<file path="src/rtl/wbu_pkg.sv">
// Shared types and constants for the write-back unit: FSM states, compare codes,
// branch funct3 encodings, EXU compare modes and the branch resolution helper.
package wbu_pkg;

    localparam int unsigned NUM_REGS = 32;
    localparam int unsigned REG_AW   = 5;
    localparam int unsigned CNT_W    = 32;

    typedef enum logic [1:0] {
        ST_IDLE,
        ST_MEM_REQ,
        ST_MEM_WAIT,
        ST_COMMIT
    } wbu_state_e;

    localparam logic [31:0] CMP_EQ = 32'h0000_0000;
    localparam logic [31:0] CMP_GT = 32'h0000_0002;
    localparam logic [31:0] CMP_LT = 32'h0000_0004;

    localparam logic [2:0] F3_BEQ  = 3'b000;
    localparam logic [2:0] F3_BNE  = 3'b001;
    localparam logic [2:0] F3_BLT  = 3'b100;
    localparam logic [2:0] F3_BGE  = 3'b101;
    localparam logic [2:0] F3_BLTU = 3'b110;
    localparam logic [2:0] F3_BGEU = 3'b111;

    localparam logic [3:0] EXU_MODE_CMP_A = 4'b0100;
    localparam logic [3:0] EXU_MODE_CMP_B = 4'b1000;

    typedef struct packed {
        logic taken;
        logic bad;
    } br_res_t;

    // Resolve a branch from its funct3 and the decoded compare code.
    function automatic br_res_t branch_eval(input logic [2:0] funct3, input logic cmp_mode,
                                            input logic eq, input logic gt, input logic lt);
        br_res_t res;
        logic    valid;
        valid     = cmp_mode && (eq || gt || lt);
        res.bad   = !valid;
        res.taken = 1'b0;
        if (valid) begin
            unique case (funct3)
                F3_BEQ:           res.taken = eq;
                F3_BNE:           res.taken = !eq;
                F3_BLT, F3_BLTU:  res.taken = lt;
                F3_BGE, F3_BGEU:  res.taken = !lt;
                default:          res.taken = 1'b0;
            endcase
        end
        return res;
    endfunction

endpackage

</file>
<file path="src/rtl/wbu_gpr_file.sv">
// 32-entry general-purpose register file: one synchronous write port, two
// asynchronous read ports, x0 hard-wired to zero.
module gpr_file
    import wbu_pkg::*;
#(
    parameter int unsigned DATAWIDTH = 32
) (
    input  logic                 clk,
    input  logic                 rst_n,
    input  logic                 we_i,
    input  logic [REG_AW-1:0]    waddr_i,
    input  logic [DATAWIDTH-1:0] wdata_i,
    input  logic [REG_AW-1:0]    raddr1_i,
    input  logic [REG_AW-1:0]    raddr2_i,
    output logic [DATAWIDTH-1:0] rdata1_o,
    output logic [DATAWIDTH-1:0] rdata2_o
);

    logic [DATAWIDTH-1:0] regs_q [NUM_REGS];

    always_ff @(posedge clk or negedge rst_n) begin
        if (!rst_n) begin
            for (int i = 0; i < NUM_REGS; i++) begin
                regs_q[i] <= '0;
            end
        end else if (we_i && (waddr_i != '0)) begin
            regs_q[waddr_i] <= wdata_i;
        end
    end

    assign rdata1_o = (raddr1_i == '0) ? '0 : regs_q[raddr1_i];
    assign rdata2_o = (raddr2_i == '0) ? '0 : regs_q[raddr2_i];

endmodule

</file>
<file path="src/rtl/wbu.sv">
// Write-back unit: accepts one EXU result at a time, optionally performs a load,
// then commits a register write, the next PC and the retire count in one cycle.
module wbu
    import wbu_pkg::*;
#(
    parameter int unsigned DATAWIDTH = 32
) (
    input  logic                 clk,
    input  logic                 rst_n,
    input  logic                 in_valid,
    output logic                 in_ready,
    input  logic [DATAWIDTH-1:0] exu_data,
    input  logic [3:0]           exu_mode,
    input  logic [REG_AW-1:0]    rd,
    input  logic [2:0]           funct3,
    input  logic [DATAWIDTH-1:0] pc,
    input  logic [DATAWIDTH-1:0] imm,
    input  logic                 is_branch,
    input  logic                 is_load,
    input  logic                 reg_wen,
    output logic                 mem_req_valid,
    input  logic                 mem_req_ready,
    output logic [DATAWIDTH-1:0] mem_addr,
    input  logic                 mem_rsp_valid,
    input  logic [DATAWIDTH-1:0] mem_rsp_data,
    input  logic [REG_AW-1:0]    rf_raddr1,
    input  logic [REG_AW-1:0]    rf_raddr2,
    output logic [DATAWIDTH-1:0] gpr_rdata1,
    output logic [DATAWIDTH-1:0] gpr_rdata2,
    output logic                 npc_valid,
    output logic [DATAWIDTH-1:0] npc,
    output logic [CNT_W-1:0]     retire_cnt,
    output logic                 cmp_err
);

    wbu_state_e           state_q, state_d;
    logic                 in_ready_q, in_ready_d;
    logic [DATAWIDTH-1:0] data_q, data_d;
    logic [DATAWIDTH-1:0] ldata_q, ldata_d;
    logic [REG_AW-1:0]    rd_q, rd_d;
    logic                 wen_q, wen_d;
    logic                 ld_q, ld_d;
    logic [DATAWIDTH-1:0] npc_q, npc_d;
    logic                 npc_valid_q, npc_valid_d;
    logic                 mem_req_valid_q, mem_req_valid_d;
    logic [DATAWIDTH-1:0] mem_addr_q, mem_addr_d;
    logic [CNT_W-1:0]     retire_q, retire_d;
    logic                 cmp_err_q, cmp_err_d;

    logic                 gpr_we_c;
    logic [DATAWIDTH-1:0] gpr_wdata_c;
    br_res_t              br_c;

    // Branch outcome is resolved from the live inputs at acceptance.
    always_comb begin
        br_c = branch_eval(funct3,
                           (exu_mode == EXU_MODE_CMP_A) || (exu_mode == EXU_MODE_CMP_B),
                           exu_data == DATAWIDTH'(CMP_EQ),
                           exu_data == DATAWIDTH'(CMP_GT),
                           exu_data == DATAWIDTH'(CMP_LT));
    end

    always_ff @(posedge clk or negedge rst_n) begin
        if (!rst_n) begin
            state_q         <= ST_IDLE;
            in_ready_q      <= 1'b1;
            data_q          <= '0;
            ldata_q         <= '0;
            rd_q            <= '0;
            wen_q           <= 1'b0;
            ld_q            <= 1'b0;
            npc_q           <= '0;
            npc_valid_q     <= 1'b0;
            mem_req_valid_q <= 1'b0;
            mem_addr_q      <= '0;
            retire_q        <= '0;
            cmp_err_q       <= 1'b0;
        end else begin
            state_q         <= state_d;
            in_ready_q      <= in_ready_d;
            data_q          <= data_d;
            ldata_q         <= ldata_d;
            rd_q            <= rd_d;
            wen_q           <= wen_d;
            ld_q            <= ld_d;
            npc_q           <= npc_d;
            npc_valid_q     <= npc_valid_d;
            mem_req_valid_q <= mem_req_valid_d;
            mem_addr_q      <= mem_addr_d;
            retire_q        <= retire_d;
            cmp_err_q       <= cmp_err_d;
        end
    end

    always_comb begin
        state_d    = state_q;
        data_d     = data_q;
        ldata_d    = ldata_q;
        rd_d       = rd_q;
        wen_d      = wen_q;
        ld_d       = ld_q;
        npc_d      = npc_q;
        mem_addr_d = mem_addr_q;
        retire_d   = retire_q;
        cmp_err_d  = cmp_err_q;

        unique case (state_q)
            ST_IDLE: begin
                if (in_valid) begin
                    data_d  = exu_data;
                    rd_d    = rd;
                    wen_d   = reg_wen && !is_branch && (rd != '0);
                    ld_d    = is_load;
                    npc_d   = (is_branch && br_c.taken) ? pc + imm : pc + DATAWIDTH'(4);
                    if (is_branch && br_c.bad) begin
                        cmp_err_d = 1'b1;
                    end
                    if (is_load) begin
                        mem_addr_d = exu_data;
                        state_d    = ST_MEM_REQ;
                    end else begin
                        state_d    = ST_COMMIT;
                    end
                end
            end
            ST_MEM_REQ: begin
                if (mem_req_ready) begin
                    state_d = ST_MEM_WAIT;
                end
            end
            ST_MEM_WAIT: begin
                if (mem_rsp_valid) begin
                    ldata_d = mem_rsp_data;
                    state_d = ST_COMMIT;
                end
            end
            ST_COMMIT: begin
                retire_d = retire_q + CNT_W'(1);
                state_d  = ST_IDLE;
            end
            default: state_d = ST_IDLE;
        endcase

        // Strobes follow the state being entered so they line up with it.
        in_ready_d      = (state_d == ST_IDLE);
        npc_valid_d     = (state_d == ST_COMMIT);
        mem_req_valid_d = (state_d == ST_MEM_REQ);
    end

    assign gpr_we_c    = (state_q == ST_COMMIT) && wen_q;
    assign gpr_wdata_c = ld_q ? ldata_q : data_q;

    gpr_file #(.DATAWIDTH(DATAWIDTH)) u_gpr_file (
        .clk      (clk),
        .rst_n    (rst_n),
        .we_i     (gpr_we_c),
        .waddr_i  (rd_q),
        .wdata_i  (gpr_wdata_c),
        .raddr1_i (rf_raddr1),
        .raddr2_i (rf_raddr2),
        .rdata1_o (gpr_rdata1),
        .rdata2_o (gpr_rdata2)
    );

    assign in_ready      = in_ready_q;
    assign npc_valid     = npc_valid_q;
    assign npc           = npc_q;
    assign mem_req_valid = mem_req_valid_q;
    assign mem_addr      = mem_addr_q;
    assign retire_cnt    = retire_q;
    assign cmp_err       = cmp_err_q;

endmodule

</file>
<file path="config.mk">
export PLATFORM = sky130hd
export DESIGN_NAME = wbu
export DESIGN_NICKNAME = d
export VERILOG_FILES = /design/src/rtl/wbu_pkg.sv /design/src/rtl/wbu_gpr_file.sv /design/src/rtl/wbu.sv
export SDC_FILE = /design/constraint.sdc
export NUM_CORES = 2
export LEC_CHECK = 0
export CAP_MARGIN = 30
export CORE_ASPECT_RATIO = 0.7
export CORE_MARGIN = 1.5
export CORE_UTILIZATION = 54
export CTS_CLUSTER_DIAMETER = 50
export DETAILED_ROUTE_END_ITERATION = 8
export GPL_ROUTABILITY_DRIVEN = 0
export MAX_ROUTING_LAYER = met4
export PLACE_DENSITY = 0.85
export SETUP_SLACK_MARGIN = 0.1
export SLEW_MARGIN = 10
export SYNTH_ARGS = -nofsm -noshare
export SYNTH_HDL_FRONTEND = slang
export SYNTH_SLANG_ARGS = --single-unit
</file>
<file path="constraint.sdc">
create_clock -name clk -period 4.74 [get_ports clk]
set_input_delay 0.711 -clock clk [delete_from_list [all_inputs] [get_ports clk]]
set_output_delay 0.711 -clock clk [all_outputs]
set_load 0.005 [all_outputs]
</file>
* Word-level counts from Yosys, hierarchy flattened *
Cells that the tools add are included.
W data, S select, Z words.

word-level totals
  register bits = 1197
  input bits = 158
  output and inout port bits = 164
  logic and storage cells = 118

cells by class
  order comparisons = 4
  muxes and demuxes = 20
  eq/ne operators = 14
  add/sub/neg operators = 3
  bitwise gates (word level) = 3
  reduce and logical (&&, ||, !) cells = 29

operators with widths
  cell                     number
  $bwmux W1024             1
  $bmux W32 S5             2
  $mux W32                 9
  $demux W32 S5            1
  $add A32 B1 Y32 const B  1
  $add A32 B3 Y32 const B  1
  $add A32 B32 Y32         1
  $eq A32 B2 Y1 const B    1
  $eq A32 B3 Y1 const B    1
  $logic_not A32 Y1        1
  $ge A6 B6 Y1 const B     3
  $not A5 Y6               3
  $eq A3 B3 Y1 const B     4
  $logic_not A5 Y1         2
  $reduce_bool A5 Y1       2
  $logic_and A1 B1 Y1      8
  $mux W2                  4
  $pmux W2 S4              1
  $eq A2 B2 Y1 const B     3
  $lt A6 B1 Y1 const B     1
  $reduce_and A3 Y1        2
  $eq A2 B1 Y1 const B     2
  $eq A4 B3 Y1 const B     1
  $eq A4 B4 Y1 const B     1
  other kinds (9)          17

* Logic depth before layout (Yosys ltp) *
  depth after elaboration = 7
  mapped depth = 11
  mapped depth without buffers = 11

* Modules after synthesis *
From an unflattened synthesis, not the netlist that was laid out.

second synthesis, totals
  cell total of the unflattened synthesis = 4481
  area, all modules = 63970.1 µm²

by module, submodules not included
  module    cells each  sequential area each (µm²)  area an instance (µm²)  instances
  gpr_file  3514        25624.6                     54161.9                 1
  wbu       967         4330.4                      9808.2                  1

* Least setup slack after synthesis *
Ideal clock, no wire load.

  path kind = input to output
  from = in rf_raddr1[0]
  to = out gpr_rdata1[10]
  path buffers = 3
  setup slack = 1.148 ns
  stages on the path = 7
  arrival time = 2.881 ns
  cell sequence = clkbuf_1 buf_2 buf_1 mux4_2 mux4_2 mux2i_1 nor2_1

on the way
  cells in the longest elaborated chain, start to end = 5
  elaborated cells on any way between the ends = 6
  classes of those cells = mux: 4; bitwise: 1; reduce/logical: 1

ends and longest elaborated chain
  item                                         RTL line            text
  start, declared                              wbu.sv:26           input logic [REG_AW-1:0] rf_raddr1,
  $not A5 Y6 (implied by the code)             wbu_gpr_file.sv:31  assign rdata1_o = (raddr1_i == '0) ? '0 : regs_q[raddr1_i];
  $bmux W32 S5                                 wbu_gpr_file.sv:31
  $mux W32 (implied by the code) (2 in a row)  wbu_gpr_file.sv:31
  $mux W32 *                                   wbu_gpr_file.sv:31
  end, declared                                wbu.sv:28           output logic [DATAWIDTH-1:0] gpr_rdata1,

Mark *: on every way between the ends. The rest lies on a longest branch, timed or not. The select of a mux whose other input is x is not followed.

* Worst setup path in the final report *
  from = in rf_raddr2[0]
  to = out gpr_rdata2[16]

on the way
  cells in the longest elaborated chain, start to end = 5
  elaborated cells on any way between the ends = 6
  classes of those cells = mux: 4; bitwise: 1; reduce/logical: 1

ends and longest elaborated chain
  item                                         RTL line            text
  start, declared                              wbu.sv:27           input logic [REG_AW-1:0] rf_raddr2,
  $not A5 Y6 (implied by the code)             wbu_gpr_file.sv:32  assign rdata2_o = (raddr2_i == '0) ? '0 : regs_q[raddr2_i];
  $bmux W32 S5                                 wbu_gpr_file.sv:32
  $mux W32 (implied by the code) (2 in a row)  wbu_gpr_file.sv:32
  $mux W32 *                                   wbu_gpr_file.sv:32
  end, declared                                wbu.sv:29           output logic [DATAWIDTH-1:0] gpr_rdata2,

Marks and branches as above.

==> results.sh <==
export IMPL_fp_row_count=103
export IMPL_grt_usage_pct=36.15
export IMPL_grt_max_degree=125
export IMPL_synth_edff_count=0
export IMPL_slowest_delay_ps=570
export IMPL_yosys_area_top_type="dfrtp_1"
export IMPL_synthTopCellsByCount="dfrtp_1, nand2_1, mux4_2"
export IMPL_viasPerCell=7.045
export IMPL_antenna_found_initial=15
export IMPL_start_util_pct=54.38
export IMPL_r2r_start="state_q[1]$_DFF_PN0_"
export IMPL_synth_fp_nets=5489
export IMPL_status="finished, final reports clean"
export IMPL_async_reset_ff_share_pct=100.0
export IMPL_grt_first_pass_wirelength_mm=305.4
export IMPL_vdd_ir_drop_max_mv=0.3652
export IMPL_firstDrtPassIters=8
export IMPL_cp_end_kind="primary output"
export IMPL_crit_chain="buf_8 > buf_12 > mux4_2 > mux4_2 > mux2i_1 > nor2_1 > clkdlybuf4s50_1"
export IMPL_first_global_vias=50650
export IMPL_rsz0062_at_grt="false"
export IMPL_synth_most_common_cell="dfrtp_1"
export IMPL_seq_area_sq_um=29960
export IMPL_fin_crit_sh_pct=92.28
export IMPL_grtUsageMet2_pct=51.75
export IMPL_crit_type="input port to primary output"
export IMPL_max_cap_violations=0
export IMPL_nFillCells=7855
export IMPL_setup_viol=0
export IMPL_num_vias=49430
export IMPL_root_buffer="clkbuf_16"
export IMPL_top_usage_layer="met2"
export IMPL_synth_top_area_share_pct=48.86
export IMPL_port_buffers=321
export IMPL_yosysSeqAreaShare_pct=48.91
export IMPL_postSynthAreaPerCell_sq_um=11.56
export IMPL_core_sq_um=112600
export IMPL_syn_area_sq_um=61250
export IMPL_drt_iter0_drc=7990
export IMPL_fin_skew_ps=24.52
export IMPL_multiInputGateArea_sq_um=29570
export IMPL_reg2reg_slack_ps=1630
export IMPL_p_per_area_nw_per_um2=483.3
export IMPL_cp_max_fo=57
export IMPL_max_freq_mhz=228.6
export IMPL_hold_violations=0
export IMPL_period_minus_slack_ps=4374
export IMPL_use_met3_pct=11.56
export IMPL_ys_warn_count=0
export IMPL_synth_area_leaders="dfrtp_1, mux4_2, o21ai_0"
export IMPL_cp_top_family="multiplexers"
export IMPL_crit_path_start="rf_raddr2[0]"
export IMPL_grt_overflow=0
export IMPL_nNetsFinal=5579
export IMPL_synth_flop_cell="dfrtp_1"
export IMPL_rr_worst_depth=7
export IMPL_clockBufferDepth=3
export IMPL_htree_levels=3
export IMPL_clkLatencyLatePin_ps=730
export IMPL_die_area_sq_um=115500
export IMPL_wl_mm=202.2
export IMPL_cts_setup_buffers=0
export IMPL_min_delay_path_class="input port to asynchronous set/reset pin"
export IMPL_totalNegativeSetupSlack_ps=0
export IMPL_final_cell_area_sq_um=70690
export IMPL_maxSlewHeadroom_pct=25.26
export IMPL_synth_distinct_cells=62
export IMPL_cts_buffers_inserted=112
export IMPL_clk_pin_slew_ps=70
export IMPL_clock_sinks=1197
export IMPL_placed_cell_area_sq_um=66510
export IMPL_dp_hpwl_mm=121.0
export IMPL_worst_pin_slew_ps=1121
export IMPL_arrival_ps=3660
export IMPL_slew_viol_final=0
export IMPL_ios=322
export IMPL_area_growth_pct=15.41
export IMPL_holdBufCountCts=0
export IMPL_die_y_um=284.8
export IMPL_wire_per_inst_um=28.82
export IMPL_grt_use_met1_pct=45.69
export IMPL_power_leakage_uw=0.03025
export IMPL_netlist_instances=5297
export IMPL_ctsResizeCount=0
export IMPL_cp_slowest_cell="mux4_2"
export IMPL_crit_buf_inv=3
export IMPL_drive_gt1_share_pct=21.20
export IMPL_cp_start_kind="input port"
export IMPL_synth_seq_cells=1197
export IMPL_required_ps=4030
export IMPL_r2r_end="u_gpr_file.regs_q[121]$_DFFE_PN0P_"
export IMPL_ant_nets=0
export IMPL_die_x_um=405.5
export IMPL_drcViolationCount=0
export IMPL_critPathMostFrequentCell="mux4_2"
export IMPL_cts_tree="done"
-- flip-flops by register name, indices dropped and copies added, names as in the netlist --
name	count
ld_q	1
ldata_q	32
npc	32
mem_req_valid	1
retire_cnt	32
u_gpr_file.regs_q	1024
data_q	32
rd_q	5
npc_valid	1
in_ready	1
wen_q	1
mem_addr	32
state_q	2
cmp_err	1
-- metrics by stage --
step / total power [uW] / instances / setup WS, ps / hold slack [ps] / util (%)
after global routing: 35360 / 7015 / 237.0 / 83.18 / 62.76
final: 34160 / 7016 / 366.0 / 27.40 / 62.76
after global placement: 23320 / 6779 / 447.1 / 377.0 / 58.95
after floorplan: 19900 / 5297 / 1148 / 415.4 / -
after CTS: 33720 / 6987 / 310.6 / 50.79 / 62.48
after detailed placement: 23990 / 6784 / 386.5 / 383.3 / 59.05
-- worst register-to-register path, cell delays in order (launching register included) --
cell and delay [ps]:
dfrtp_1 480, nand3_1 200, nor2_1 350, nand2_1 430, nor2_4 890, buf_12 400, nor2_1 110, a21oi_1 170
-- layout by cell type (no fill, tap or decap), drive strengths merged, types with 6 or more instances in the layout --
cell,n
inv,22
diode,18
nand3,38
ha,33
nand2,759
clkdlybuf4s50,310
a21oi,499
clkbuf,153
dfrtp,1196
a21o,19
mux2,69
mux2i,100
nor2,583
nand4,19
o21ai,602
bufinv,13
clkinvlp,7
and3,20
buf,186
nor3,11
xnor2,61
clkinv,19
o21bai,6
nor4,13
xor2,27
mux4,640
-- report_power, final --
part | internal (uW) | total (uW) | switching [uW]
Combinational | 4510 | 9870 | 5360
Sequential | 12500 | 14600 | 2110
Clock | 5480 | 9660 | 4180
-- cell families (layout without fill, tap and decap cells) --
logic type	count (synthesis)	count (layout)	share of synthesized area, %
AOI/OAI and AO/OA	1160	1160	9.779
xor gates and xnor gates	88	88	1.258
adders and majority gates	34	34	0.7068
buffers and inverters	531	710	3.315
DFF	1197	1197	48.91
muxes	809	809	26.44
other	0	18	0
and+or+nand+nor	1478	1478	9.601
-- cell type report --
class | instances | share of cell area (%)
flip-flops and latches | 1197 | 42.38
multi-input cells | 3569 | 41.83
repair buffers | 496 | 7.501
clock buffers | 153 | 4.556
well taps | 1522 | 2.694
clock inverters | 50 | 0.9222
diodes | 18 | 0.06372
inverters | 11 | 0.05841
-- routing by layer --
metal | up-vias | part of all wire (%)
li1 | 19340 | -
met1 | 24450 | 34
met2 | 4522 | 45
met3 | 1118 | 14
met4 | 0 | 6.6
met5 | - | 0
-- worst max-delay path by stage --
| stage | endpoint | slack (ps) | cells past startpoint |
|---|---|---|---|
| detailed placement | gpr_rdata2[16] | 390 | 7 |
| floorplan | gpr_rdata1[10] | 1150 | 7 |
| finish | gpr_rdata2[16] | 370 | 7 |
| global placement | gpr_rdata1[20] | 450 | 7 |
| global route | gpr_rdata2[16] | 240 | 7 |
| CTS | gpr_rdata2[16] | 310 | 7 |
Note: power is estimated with default switching activity, not from simulation.
